--- config.mk ---
export PLATFORM = sky130hd
export DESIGN_NAME = aidan_mcnay_prime_ctrl_flat
export DESIGN_NICKNAME = d
export VERILOG_FILES = /design/src/rtl/aidan_mcnay_prime_ctrl_if.sv /design/src/rtl/aidan_mcnay_prime_ctrl.sv /design/src/flat_wrapper.sv
export SDC_FILE = /design/constraint.sdc
export NUM_CORES = 1
export LEC_CHECK = 0
export BUFFER_PORTS_ARGS = -buffer_cell sky130_fd_sc_hd__buf_4
export CORE_MARGIN = 3
export CORE_UTILIZATION = 45
export CTS_BUF_LIST = sky130_fd_sc_hd__clkbuf_4 sky130_fd_sc_hd__clkbuf_8 sky130_fd_sc_hd__clkbuf_16
export DETAILED_ROUTE_END_ITERATION = 10
export PLACE_DENSITY = 0.66
export SLEW_MARGIN = 20
export SYNTH_ARGS = -nofsm -noshare
export SYNTH_HDL_FRONTEND = slang
export SYNTH_SLANG_ARGS = --single-unit
--- constraint.sdc ---
create_clock -name clk -period 2.78 [get_ports clk]
set_input_delay 0.417 -clock clk [delete_from_list [all_inputs] [get_ports clk]]
set_output_delay 0.417 -clock clk [all_outputs]
set_load 0.01 [all_outputs]
--- src/rtl/aidan_mcnay_prime_ctrl_if.sv ---
// Handshake bundle between the prime controller, its candidate/verdict streams
// and the attached iterative divider.
interface aidan_mcnay_prime_ctrl_if #(
  parameter int unsigned p_nbits = 16
);
  // Candidate input stream
  logic [p_nbits-1:0] istream_msg;
  logic               istream_val;
  logic               istream_rdy;
  // Verdict output stream
  logic               ostream_msg;
  logic               ostream_val;
  logic               ostream_rdy;
  // Divider request/response
  logic [p_nbits-1:0] div_opa;
  logic [p_nbits-1:0] div_opb;
  logic               div_istream_val;
  logic               div_istream_rdy;
  logic [p_nbits-1:0] div_result;
  logic               div_ostream_val;
  logic               div_ostream_rdy;

  // Controller side
  modport master (
    input  istream_msg, istream_val, ostream_rdy, div_istream_rdy, div_result, div_ostream_val,
    output istream_rdy, ostream_msg, ostream_val, div_opa, div_opb, div_istream_val,
    output div_ostream_rdy
  );

  // Environment side: candidate source, verdict sink and divider
  modport slave (
    output istream_msg, istream_val, ostream_rdy, div_istream_rdy, div_result, div_ostream_val,
    input  istream_rdy, ostream_msg, ostream_val, div_opa, div_opb, div_istream_val,
    input  div_ostream_rdy
  );
endinterface

--- src/rtl/aidan_mcnay_prime_ctrl.sv ---
// Trial-division prime checker controller. Walks d = 2, 3, ... while d*d <= n,
// asking the divider for n mod d; any zero remainder means composite.
module aidan_mcnay_prime_ctrl #(
  parameter int unsigned p_nbits = 16
) (
  input logic                      clk,
  input logic                      reset,
  aidan_mcnay_prime_ctrl_if.master bus
);

  typedef enum logic [2:0] {StIdle, StCheck, StSend, StWait, StDone} state_e;

  state_e               state_q, state_d;
  logic [p_nbits-1:0]   n_q, n_d;
  logic [p_nbits-1:0]   d_q, d_d;
  logic [2*p_nbits-1:0] sq_q, sq_d;  // always d_q * d_q
  logic                 verdict_q, verdict_d;

  // State and datapath registers, asynchronous active-low reset
  always_ff @(posedge clk or negedge reset) begin
    if (!reset) begin
      state_q   <= StIdle;
      n_q       <= '0;
      d_q       <= p_nbits'(2);
      sq_q      <= (2*p_nbits)'(4);
      verdict_q <= 1'b0;
    end else begin
      state_q   <= state_d;
      n_q       <= n_d;
      d_q       <= d_d;
      sq_q      <= sq_d;
      verdict_q <= verdict_d;
    end
  end

  // Next-state logic; outputs decoded from state only
  always_comb begin
    state_d             = state_q;
    n_d                 = n_q;
    d_d                 = d_q;
    sq_d                = sq_q;
    verdict_d           = verdict_q;
    bus.istream_rdy     = 1'b0;
    bus.ostream_msg     = 1'b0;
    bus.ostream_val     = 1'b0;
    bus.div_opa         = '0;
    bus.div_opb         = '0;
    bus.div_istream_val = 1'b0;
    bus.div_ostream_rdy = 1'b0;

    case (state_q)
      StIdle: begin
        bus.istream_rdy = 1'b1;
        if (bus.istream_val) begin
          n_d     = bus.istream_msg;
          d_d     = p_nbits'(2);
          sq_d    = (2*p_nbits)'(4);
          state_d = StCheck;
        end
      end
      StCheck: begin
        if (n_q < p_nbits'(2)) begin
          verdict_d = 1'b0;
          state_d   = StDone;
        end else if (sq_q > {{p_nbits{1'b0}}, n_q}) begin
          // No divisor up to sqrt(n) was found
          verdict_d = 1'b1;
          state_d   = StDone;
        end else begin
          state_d = StSend;
        end
      end
      StSend: begin
        bus.div_istream_val = 1'b1;
        bus.div_opa         = n_q;
        bus.div_opb         = d_q;
        if (bus.div_istream_rdy) state_d = StWait;
      end
      StWait: begin
        bus.div_ostream_rdy = 1'b1;
        if (bus.div_ostream_val) begin
          if (bus.div_result == '0) begin
            verdict_d = 1'b0;
            state_d   = StDone;
          end else begin
            // (d+1)^2 = d^2 + 2d + 1
            d_d     = d_q + p_nbits'(1);
            sq_d    = sq_q + {{(p_nbits-1){1'b0}}, d_q, 1'b1};
            state_d = StCheck;
          end
        end
      end
      StDone: begin
        bus.ostream_val = 1'b1;
        bus.ostream_msg = verdict_q;
        if (bus.ostream_rdy) state_d = StIdle;
      end
      default: state_d = StIdle;
    endcase
  end

endmodule

--- src/flat_wrapper.sv ---
// flat-port wrapper written by rule: the top's interface ports become plain ports
module aidan_mcnay_prime_ctrl_flat 
#(
  parameter int unsigned p_nbits = 16
)
  (clk, reset, bus_istream_msg, bus_istream_val, bus_ostream_rdy, bus_div_istream_rdy, bus_div_result, bus_div_ostream_val, bus_istream_rdy, bus_ostream_msg, bus_ostream_val, bus_div_opa, bus_div_opb, bus_div_istream_val, bus_div_ostream_rdy);
  aidan_mcnay_prime_ctrl_if #(.p_nbits(p_nbits)) bus_i ();
  input logic clk;
  input logic reset;
  input wire logic [$bits(bus_i.istream_msg)-1:0] bus_istream_msg;
  input wire logic [$bits(bus_i.istream_val)-1:0] bus_istream_val;
  input wire logic [$bits(bus_i.ostream_rdy)-1:0] bus_ostream_rdy;
  input wire logic [$bits(bus_i.div_istream_rdy)-1:0] bus_div_istream_rdy;
  input wire logic [$bits(bus_i.div_result)-1:0] bus_div_result;
  input wire logic [$bits(bus_i.div_ostream_val)-1:0] bus_div_ostream_val;
  output wire logic [$bits(bus_i.istream_rdy)-1:0] bus_istream_rdy;
  output wire logic [$bits(bus_i.ostream_msg)-1:0] bus_ostream_msg;
  output wire logic [$bits(bus_i.ostream_val)-1:0] bus_ostream_val;
  output wire logic [$bits(bus_i.div_opa)-1:0] bus_div_opa;
  output wire logic [$bits(bus_i.div_opb)-1:0] bus_div_opb;
  output wire logic [$bits(bus_i.div_istream_val)-1:0] bus_div_istream_val;
  output wire logic [$bits(bus_i.div_ostream_rdy)-1:0] bus_div_ostream_rdy;
  assign bus_i.istream_msg = bus_istream_msg;
  assign bus_i.istream_val = bus_istream_val;
  assign bus_i.ostream_rdy = bus_ostream_rdy;
  assign bus_i.div_istream_rdy = bus_div_istream_rdy;
  assign bus_i.div_result = bus_div_result;
  assign bus_i.div_ostream_val = bus_div_ostream_val;
  assign bus_istream_rdy = bus_i.istream_rdy;
  assign bus_ostream_msg = bus_i.ostream_msg;
  assign bus_ostream_val = bus_i.ostream_val;
  assign bus_div_opa = bus_i.div_opa;
  assign bus_div_opb = bus_i.div_opb;
  assign bus_div_istream_val = bus_i.div_istream_val;
  assign bus_div_ostream_rdy = bus_i.div_ostream_rdy;
  aidan_mcnay_prime_ctrl #(.p_nbits(p_nbits)) u_core (.clk(clk), .reset(reset), .bus(bus_i));
endmodule
# Word-level counts from Yosys, hierarchy flattened
# Index checks and enable logic that the tools add are counted.
[totals]
wordCells = 56
out_inout_bits = 37
reg_bits = 68
[classes]
n_mux = 28
n_eq_ne = 11
order_cmp = 2
reduce_logical = 8
addsub = 2
[op_table]
columns = ["op", "n"]
rows = [
  ["two-way mux 32 bit", 3],
  ["two-way mux 16 bit", 5],
  ["case mux 32 bit (2 select lines)", 1],
  ["adder 32 x 17 -> 32 bit", 1],
  ["> comparator 32 x 16 -> 1 bit", 1],
  ["case mux 16 bit (2 select lines)", 1],
  ["two-way mux 3 bit", 7],
  ["adder 16 x 1 -> 16 bit, second input constant", 1],
  ["logical NOT 16 bit", 1],
  ["less-than comparator 16 x 2 -> 1 bit, second input constant", 1],
  ["case mux 3 bit (5 select lines)", 1],
  ["AND reduction 4 bit", 3],
  ["!= test 2 bit, second input constant", 5],
  ["two-way mux 1 bit", 9],
  ["== test 3 x 2 -> 1 bit, second input constant", 2],
  ["nonzero test 2 bit", 2],
  ["== test 3 x 1 -> 1 bit, second input constant", 1],
  ["== test 3 bit, second input constant", 1],
  ["logical NOT 3 bit", 1],
  ["!= test 3 x 1 -> 1 bit, second input constant", 1],
  ["!= test 2 x 1 -> 1 bit, second input constant", 1],
  ["case mux 1 bit (2 select lines)", 1],
  ["AND reduction 2 bit", 1],
]

# Logic depth before layout (Yosys ltp)
[logic_depth]
depth_word = 4
depth_mapped = 11

# Worst setup path before layout
# No wires, ideal clock.
[synth_path]
kind = "reg2reg"
from = "register u_core.state_q[2]"
to = "register u_core.sq_q[30]"
path_stages_with_launch = 9
t_arrival_ns = 2.466
period_less_slack_ns = 2.532
path_slack_ns = 0.248
path_cell_list = "dfrtp_1 nor3_1 and2_1 clkbuf_1 a31oi_1 a21o_1 or4_1 or4_1 nand2_1"
[synth_between]
elab_chain_len = 3
elab_cells_between_ends = 8
cone_classes = "4 x eq/ne; 1 x mux; 3 x reduce/logical"
[synth_rtl]
columns = ["item", "line_no", "rtl"]
rows = [
  ["start: declaration", "aidan_mcnay_prime_ctrl.sv:13", "state_e state_q, state_d;"],
  ["start signal: assignment", "aidan_mcnay_prime_ctrl.sv:22", "state_q <= StIdle;"],
  ["start signal: assignment", "aidan_mcnay_prime_ctrl.sv:28", "state_q <= state_d;"],
  ["== test 3 x 2 -> 1 bit / logical NOT 3 bit (equally long branches)", "aidan_mcnay_prime_ctrl.sv:51", "case (state_q)"],
  ["!= test 2 bit (no line) / nonzero test 2 bit (equally long branches)", "-", ""],
  ["AND reduction 4 bit (no line)", "-", ""],
  ["end signal: assignment", "aidan_mcnay_prime_ctrl.sv:25", "sq_q <= (2*p_nbits)'(4);"],
  ["end signal: assignment", "aidan_mcnay_prime_ctrl.sv:31", "sq_q <= sq_d;"],
  ["end: declaration", "aidan_mcnay_prime_ctrl.sv:16", "logic [2*p_nbits-1:0] sq_q, sq_d;"],
]
# Several ways; a longest one is shown, not always the timed one.
# A chain may end at the register's enable or synchronous reset.

# Final worst setup path
[layout_path]
from = "register u_core.sq_q[13]"
to = "register u_core.sq_q[30]"
[layout_between]
elab_chain_len = 4
[layout_rtl]
columns = ["item", "line_no", "rtl"]
rows = [
  ["adder 32 x 17 -> 32 bit", "aidan_mcnay_prime_ctrl.sv:88", "sq_d = sq_q + {{(p_nbits-1){1'b0}}, d_q, 1'b1};"],
  ["two-way mux 32 bit", "aidan_mcnay_prime_ctrl.sv:82", "if (bus.div_result == '0) begin"],
  ["two-way mux 32 bit", "aidan_mcnay_prime_ctrl.sv:81", "if (bus.div_ostream_val) begin"],
  ["case mux 32 bit (2 select lines)", "aidan_mcnay_prime_ctrl.sv:51", ""],
]
# No other way between the ends. The select of a mux whose other input is x is not followed.

==> impl_metrics.json <==
{
  "place.port_buffers": 74,
  "clk_pin_slew_ns": 0.08,
  "drive_gt1_frac": 0.187,
  "grt-ovfl-total": 0,
  "gp_congestion": 0.939,
  "crit_fanout": 7,
  "synth-async-reset-ratio": 1.00,
  "syn-num-nets": 615,
  "powerDensity_nw_per_um2": 732,
  "hold_violations": 0,
  "ant_nets": 0,
  "tritoncts": "done",
  "first_iter_violations": 298,
  "postSynthAreaPerCell_um2": 8.45,
  "synthTopCellsByArea": "dfrtp_1 36%, ha_1 9.0%, nand2_1 5.5%",
  "num_vias": 4361,
  "wl_per_cell_um": 16.5,
  "power.leakage_nw": 2.69,
  "diodes": 0,
  "place_hpwl_um": 9370,
  "reg2reg_slack_ns": 0.16,
  "cp.arrival_ns": 2.90,
  "design.die.area_um2": 11400,
  "vdd_drop_max_uv": 369,
  "ctsHoldBuffers": 0,
  "clk-insertion-delay-late_ns": 0.34,
  "period_needed_ns": 2.62,
  "antenna_found_initial": 0,
  "finalWirelength_um": 12600,
  "first_global_vias": 4075,
  "viasPerCell": 5.70,
  "synth_edf_count": 0,
  "final_common_cell": "buf_4",
  "fin_worst_skew_ns": 0.00862,
  "fillCellCount": 905,
  "die-width_um": 107,
  "drv_cap": 0,
  "cts_buffers": 9,
  "multi_input_area_um2": 2710,
  "clock_tree.root_cell": "clkbuf_8",
  "status": "complete, no violations",
  "relSlewSlack": 0.409,
  "p_total_mw": 4.13,
  "drtPass1Iterations": 5,
  "cts_max_path_buffers": 2,
  "final_cell_mix": "94 x buf_4, 67 x nand2_1, 66 x dfrtp_1, 49 x o21ai_0, 38 x nor2_1",
  "endpoint_kind": "flip-flop",
  "initial_core_util": 0.467,
  "path_class": "reg2reg",
  "netlist_area_um2": 4590,
  "synthFlopType": "dfrtp_1",
  "fin_crit_sh": 0.943,
  "hold_ws_ns": 0.192,
  "finalSetupViolCount": 0,
  "start_kind": "flip-flop",
  "core_area_um2": 9820,
  "tns_ns": 0,
  "syn_to_final_growth_pct": 22.9,
  "cts.sinks": 68,
  "grt_pass1_wl_um": 20600,
  "synth.ff_latch_count": 68,
  "worst_pin_slew_ns": 0.886,
  "drc": 0,
  "worstPathRequired_ns": 3.06,
  "yosysSeqAreaShare": 0.372,
  "synth_cell_types": 52,
  "fin_nets": 699,
  "yosys.area.top_type_share": 0.360,
  "yosys.area.top_type": "dfrtp_1",
  "min_path_type": "in2async",
  "track_usage": 0.227,
  "yosys_warnings": 0,
  "rows": 36,
  "finalMaxSlewViolations": 0,
  "synth_cells": 543,
  "fmax_mhz": 381,
  "design.portCount": 75,
  "grt_max_degree": 69,
  "ff_latch_area_um2": 1700,
  "die_y_um": 107,
  "rsz0062_at_grt": "no",
  "cts-htree-levels": 3
}
==> cells by family after synthesis <==
family,after synthesis,share of synthesized area
compound gates,143,0.193
mux,1,0.00218
simple gates,225,0.244
buf+inv,43,0.0396
flops,68,0.372
fa+ha+maj,34,0.0944
xor+xnor,29,0.0554
==> worst paths after layout <==
| kind | startpoint | end | cells after the start |
|---|---|---|---|
| hold reg to reg | u_core.verdict_q | u_core.verdict_q | 2 |
| hold / removal | reset | u_core.state_q[1] | 1 |
| setup / recovery | u_core.sq_q[13] | u_core.sq_q[30] | 8 |
| max in group asynchronous | reset | u_core.d_q[15] | 1 |
| min in group clk | bus_ostream_rdy | u_core.state_q[2] | 2 |
| setup reg to reg | u_core.sq_q[13] | u_core.sq_q[30] | 8 |
==> power breakdown <==
| group | internal, mW | total [mW] | leakage (nW) | switching [mW] |
|---|---|---|---|---|
| Clock | 0.649 | 1.06 | 0.126 | 0.409 |
| Combinational | 0.678 | 1.73 | 1.66 | 1.05 |
| Sequential | 1.18 | 1.34 | 0.905 | 0.159 |
| Total | 2.51 | 4.13 | 2.69 | 1.62 |
==> registers in the layout, indices dropped and copies added, names as in the netlist <==
register and count:
u_core.state_q 3, u_core.sq_q 32, u_core.verdict_q 1, u_core.n_q 16
u_core.d_q 16
==> synth_stat cells, types with 2 or more instances <==
cell type,n
nand2_1,67
dfrtp_1,66
o21ai_0,49
nor2_1,38
a21oi_1,33
ha_1,33
nor3_1,26
and2_1,22
inv_1,21
clkbuf_1,18
nand4_1,18
xnor2_1,16
a21o_1,14
xor2_1,13
nor4_1,12
nand3_1,10
and3_1,8
o31ai_1,8
or3_1,6
a31oi_1,5
o21a_1,5
a211oi_1,4
o211ai_1,4
or4_1,4
and4_1,3
nand2b_1,3
nor2b_1,3
o2111ai_1,3
o21bai_1,3
a211o_1,2
buf_6,2
dfstp_2,2
o211a_1,2
o22ai_1,2
==> timing repair <==
action	in CTS	in global routing
endpoints found under the setup margin	0	3
resized for setup	0	2
setup buffers	0	0
==> area by class of cell <==
type                    instances  area share
multi-input cells             432       0.482
flip-flops and latches         68       0.302
repair buffers                 94       0.125
well taps                     133      0.0295
clock buffers                  11      0.0269
clock inverters                 5      0.0189
inverters                      22      0.0155
==> critical path, stage by stage (launching register included) <==
cell and delay (ns):
dfrtp_1 0.43, ha_1 0.43, o21a_1 0.16, o21a_1 0.14, nand4_1 0.14, a21o_1 0.25
or4_1 0.54, or4_1 0.40, nand2_1 0.07
==> per-layer routing <==
metal,GRT usage,routed length (um)
met1,0.323,5970
met2,0.360,5870
met3,0.0331,643
met4,0.0648,161
met5,0,0
==> metrics by stage <==
| step | instance area [um2] | worst slack (ns) | util | std cells |
|---|---|---|---|---|
| finish | 5640 | 0.159 | 0.574 | 765 |
| global route | 5640 | 0.00713 | 0.574 | 765 |
| CTS | 5630 | 0.197 | 0.573 | 765 |
| detailed placement | 5370 | 0.215 | 0.547 | 749 |
| global placement | 5370 | 0.248 | 0.547 | 749 |
| floorplan | 4590 | 0.248 | - | 543 |
(Power assumes the default switching activity.)
